### src/rtl/write_resp_channel_arb.sv
`default_nettype none
// ============================================================================
//  Module      : write_resp_channel_arb
//  Description : Write-response (B channel) arbiter. Picks one of two slave
//                responses (M00/M01) round-robin, captures it into holding
//                registers and presents it as Sel_Resp_ID/Sel_Write_Resp/
//                Sel_Valid. The held response is released when the master
//                addressed by its ID asserts bready. A held ID that maps to
//                no master is released after one cycle and reported through
//                a one-cycle Drop_Err pulse.
//  Ports       : ACLK, ARESETN (sync, active-low)
//                M00_AXI_b{id,resp,valid} in / M00_AXI_bready out
//                M01_AXI_b{id,resp,valid} in / M01_AXI_bready out
//                S00_AXI_bready, S01_AXI_bready in (master readiness)
//                Sel_Resp_ID, Sel_Write_Resp, Sel_Valid out (registered)
//                Drop_Err out (registered one-cycle pulse)
//  Revision    : 1.0 - initial release
// ============================================================================
module write_resp_channel_arb #(
  parameter int Num_Of_Masters  = 2,
  parameter int Master_ID_Width = $clog2(Num_Of_Masters),
  parameter logic [Master_ID_Width-1:0] M1_ID = 'd0,
  parameter logic [Master_ID_Width-1:0] M2_ID = 'd1
) (
  input  logic                       ACLK,
  input  logic                       ARESETN,
  input  logic [Master_ID_Width-1:0] M00_AXI_bid,
  input  logic [1:0]                 M00_AXI_bresp,
  input  logic                       M00_AXI_bvalid,
  output logic                       M00_AXI_bready,
  input  logic [Master_ID_Width-1:0] M01_AXI_bid,
  input  logic [1:0]                 M01_AXI_bresp,
  input  logic                       M01_AXI_bvalid,
  output logic                       M01_AXI_bready,
  input  logic                       S00_AXI_bready,
  input  logic                       S01_AXI_bready,
  output logic [Master_ID_Width-1:0] Sel_Resp_ID,
  output logic [1:0]                 Sel_Write_Resp,
  output logic                       Sel_Valid,
  output logic                       Drop_Err
);

  typedef enum logic {
    IDLE = 1'b0,
    HOLD = 1'b1
  } state_t;

  state_t state;
  logic   last_grant;   // slave granted most recently (0 = M00, 1 = M01)
  logic   grant;        // slave selected this cycle while idle
  logic   id_mapped;
  logic   route_ready;

  // Round-robin: on contention the slave that did not win last time wins.
  // With a single requester that requester is selected; with none, the
  // value is irrelevant because both bready terms are masked by bvalid.
  always_comb begin
    if (M00_AXI_bvalid && M01_AXI_bvalid) begin
      grant = ~last_grant;
    end else begin
      grant = M01_AXI_bvalid;
    end
  end

  // No handshake is offered while reset is asserted: anything accepted
  // then would be discarded by the reset anyway.
  assign M00_AXI_bready = ARESETN & (state == IDLE) & ~grant & M00_AXI_bvalid;
  assign M01_AXI_bready = ARESETN & (state == IDLE) &  grant & M01_AXI_bvalid;

  // Readiness of the master addressed by the held ID; an unmapped ID is
  // treated as always ready so the response is flushed after one cycle.
  always_comb begin
    id_mapped   = 1'b1;
    route_ready = 1'b1;
    if (Sel_Resp_ID == M1_ID) begin
      route_ready = S00_AXI_bready;
    end else if (Sel_Resp_ID == M2_ID) begin
      route_ready = S01_AXI_bready;
    end else begin
      id_mapped = 1'b0;
    end
  end

  always_ff @(posedge ACLK) begin
    if (!ARESETN) begin
      state          <= IDLE;
      last_grant     <= 1'b1;
      Sel_Resp_ID    <= '0;
      Sel_Write_Resp <= 2'b00;
      Sel_Valid      <= 1'b0;
      Drop_Err       <= 1'b0;
    end else begin
      Drop_Err <= 1'b0;
      case (state)
        IDLE: begin
          if (M00_AXI_bready) begin
            Sel_Resp_ID    <= M00_AXI_bid;
            Sel_Write_Resp <= M00_AXI_bresp;
            Sel_Valid      <= 1'b1;
            last_grant     <= 1'b0;
            state          <= HOLD;
          end else if (M01_AXI_bready) begin
            Sel_Resp_ID    <= M01_AXI_bid;
            Sel_Write_Resp <= M01_AXI_bresp;
            Sel_Valid      <= 1'b1;
            last_grant     <= 1'b1;
            state          <= HOLD;
          end
        end
        HOLD: begin
          if (Sel_Valid && route_ready) begin
            Sel_Valid <= 1'b0;
            Drop_Err  <= ~id_mapped;
            state     <= IDLE;
          end
        end
        default: begin
          state     <= IDLE;
          Sel_Valid <= 1'b0;
        end
      endcase
    end
  end

endmodule
`default_nettype wire

### config.mk
export PLATFORM = sky130hd
export DESIGN_NAME = write_resp_channel_arb
export DESIGN_NICKNAME = d
export VERILOG_FILES = /design/src/rtl/write_resp_channel_arb.sv
export SDC_FILE = /design/constraint.sdc
export NUM_CORES = 1
export LEC_CHECK = 0
export BUFFER_PORTS_ARGS = -buffer_cell sky130_fd_sc_hd__buf_2
export CAP_MARGIN = 5
export CORE_AREA = 2 2 39 41
export CTS_CLUSTER_SIZE = 8
export DETAILED_ROUTE_END_ITERATION = 12
export DIE_AREA = 0 0 41 43
export GPL_TIMING_DRIVEN = 0
export PLACE_DENSITY = 0.51
export SLEW_MARGIN = 10
export SYNTH_ARGS = -nofsm -noshare
export SYNTH_HDL_FRONTEND = slang
export SYNTH_SLANG_ARGS = --single-unit
### constraint.sdc
create_clock -name ACLK -period 1.05 [get_ports ACLK]
set_input_delay 0.0525 -clock ACLK [delete_from_list [all_inputs] [get_ports ACLK]]
set_output_delay 0.0525 -clock ACLK [all_outputs]
set_load 0.02 [all_outputs]
==> results.json <==
{
  "max-cap-violations": 0,
  "clkPwrFrac": 0.321,
  "fmax_mhz": 894.2,
  "area_delta_synth_final_pct": 67.87,
  "tritoncts": "built",
  "worst_path_dominant_cell_family": "flip-flops",
  "worst-path-max-fanout": 5,
  "setup-violations-final": 6,
  "grt_use_total": 0.1212,
  "clkTransAtPathRegs_ns": 0.05,
  "combPwrFrac": 0.310,
  "start_util": 0.2505,
  "rsz0062_at_grt": "yes",
  "required_ns": 1.00,
  "syn-num-nets": 51,
  "hold_buffers": 0,
  "cts_buffer_depth": 2,
  "fin_setup_tns_ns": -0.2590,
  "gp_congestion": 0.6118,
  "cts_htree_levels": 1,
  "wirelength_um": 953,
  "critPathBufInv": 1,
  "io_pins": 19,
  "die_w_um": 41,
  "avgRoutedWirePerCell_um": 11.77,
  "drive_above_1_share": 0.6308,
  "grt_overflow": 0,
  "crit_slowest_cell": "dfxtp_4",
  "yosysSeqAreaShare": 0.3466,
  "synth-main-ff-cell": "dfxtp_1",
  "grt_pass1_wl_um": 1400,
  "core_mm2": 0.001384,
  "synth.most_common_cell": "dfxtp_1",
  "slew_viol_final": 0,
  "violations": "setup timing",
  "ys_ff_latch": 6,
  "post-place-cells": 72,
  "postPlaceCellArea_um2": 452.9,
  "fin_area_um2": 581.8,
  "synth_area_um2": 346.6,
  "synth_edf_count": 0,
  "fin_skew_ns": 0.009017,
  "synth-warning-count": 0,
  "critical_path_class": "reg2out",
  "num_rows": 14,
  "clock-sinks": 6,
  "grt_pass1_vias": 358,
  "first_pass_iters": 6,
  "p_int_mw": 0.5039,
  "cpPeakStageDelay_ns": 0.35,
  "antenna_found_initial": 0,
  "post_synth.cell_area_avg_um2": 8.887,
  "nFillCells": 143,
  "synth_cells": 39,
  "setup_slack_ns": -0.06832,
  "async_reset_ff_frac": 0,
  "synth_cell_types": 22,
  "switching_power_mw": 0.2347,
  "min_path_type": "in2reg",
  "hold_violations": 0,
  "root_buffer": "clkbuf_4",
  "synth_top_area_share": 0.3466,
  "die_y_um": 43,
  "cp-end-kind": "output port",
  "crit_path_start_kind": "flip-flop",
  "synth_common_cells": "6 x dfxtp_1, 4 x a21oi_1, 4 x a311oi_1, 3 x nand4_1, 3 x o21ai_0",
  "cts_made_buffers": 3,
  "antenna_left": 0,
  "viasPerCell": 5.086,
  "peakVddDrop_mv": 0.3631,
  "route.detailed.drc": 0,
  "timing.final.crit_share": 1.065,
  "vias": 412,
  "finalNetCount": 79,
  "power_density_mw_per_mm2": 1270,
  "drtIter0Drc": 19,
  "critical_path_arrival_ns": 1.07,
  "worstPathCellList": "nor2b_4 -> and3_4 -> buf_6",
  "antenna_cells": 0,
  "leakage_nw": 0.2630,
  "layout.cells.non_filler": 81,
  "pwr-share-seq": 0.369,
  "grt_start_max_net_pins": 8,
  "synth.area.top_cells": "dfxtp_1 35%, a311oi_1 10%, a21oi_1 5.8%",
  "synth_top_area_cell": "dfxtp_1",
  "clk_latency_ns": 0.26,
  "outcome": "finished, violations left",
  "dieArea_mm2": 0.001763,
  "power_switching_share": 0.3178,
  "layout_min_cycle_time_ns": 1.118,
  "io_buffers": 17
}
-- final timing paths --
path,from,to,slack (ns),cells after the start
setup / recovery,state,M01_AXI_bready,-0.07,3
hold / removal,ARESETN,state,0.06,2
setup reg to reg,state,Sel_Resp_ID,-0.07,4
hold reg to reg,Sel_Write_Resp[1],Sel_Write_Resp[1],0.51,2
-- stage by stage --
stage / utilization / worst slack [ns] / hold WS [ns] / power (mW)
global placement: 0.3273 / -0.03723 / 0.3092 / 0.4437
global route: 0.4204 / -0.09651 / 0.07534 / 0.7770
floorplan: - / 0.001217 / 0.1700 / 0.3846
detailed placement: 0.3273 / -0.02130 / 0.3268 / 0.4434
finish: 0.4204 / -0.06832 / 0.05670 / 0.7386
CTS: 0.3807 / -0.09869 / 0.06135 / 0.7063
-- logic make-up after synthesis --
kind of cell | count (synthesis) | synth area share
simple gates | 14 | 0.2708
mux | 1 | 0.03249
buf+inv | 3 | 0.06498
other cells | 1 | 0.01082
flops | 6 | 0.3466
compound gates | 14 | 0.2744
-- layout make-up --
cell class	count	area, µm²	area share
plain buffers	1	7.507	0.01290
flip-flops and latches	6	126.4	0.2172
multi-input cells	30	244.0	0.4194
repair buffers	24	157.7	0.2710
clock buffers	3	22.52	0.03871
well taps	16	20.02	0.03441
inverters	1	3.754	0.006452
-- sequential cells by signal, summed over array words and instances, names as in the netlist --
signal / flops
Sel_Resp_ID: 1
state: 1
Sel_Write_Resp: 2
last_grant: 1
Sel_Valid: 1
-- layout by cell type (no fill, tap or decap), types with 2 or more instances in the layout --
master | synthesis | final
o21ai_1 | 0 | 2
nor2b_4 | 1 | 2
buf_2 | 0 | 15
nand4_1 | 3 | 3
a311oi_2 | 0 | 2
buf_4 | 1 | 6
dfxtp_1 | 6 | 3
clkbuf_4 | 0 | 3
dfxtp_2 | 0 | 2
a311oi_1 | 4 | 2
buf_6 | 1 | 4
a21oi_1 | 4 | 4
nand2b_1 | 2 | 2
nor2_1 | 2 | 2
-- worst register-to-register path, cell delays in order, from the launching register on --
cell      delay, ns
dfxtp_4        0.35
nor2b_4        0.16
buf_4          0.13
nand4_1        0.11
a311oi_2       0.27
-- routing by layer --
metal | up-vias | wire, µm | track usage | share of wire
met2 | 23 | 449 | 0.1750 | 0.47
li1 | 200 | - | - | -
met5 | - | 0 | 0 | 0
met1 | 187 | 384 | 0.1374 | 0.40
met3 | 2 | 103 | 0.06806 | 0.11
met4 | 0 | 16 | 0.06000 | 0.017
-- timing repair --
item,4_1_cts,5_1_grt
gates resized for setup,8,12
endpoints found under the setup margin,4,7
pin swaps,3,6
setup buffers,4,3
-- power groups by stage --
stage               clock (mW)  sequential (mW)  combinational [mW]
floorplan                    0            0.290              0.0950
CTS                      0.239            0.270               0.198
global placement             0            0.274               0.169
finish                   0.237            0.272               0.229
global route             0.251            0.277               0.249
detailed placement           0            0.275               0.169
Power figures use the tool's default switching activity.
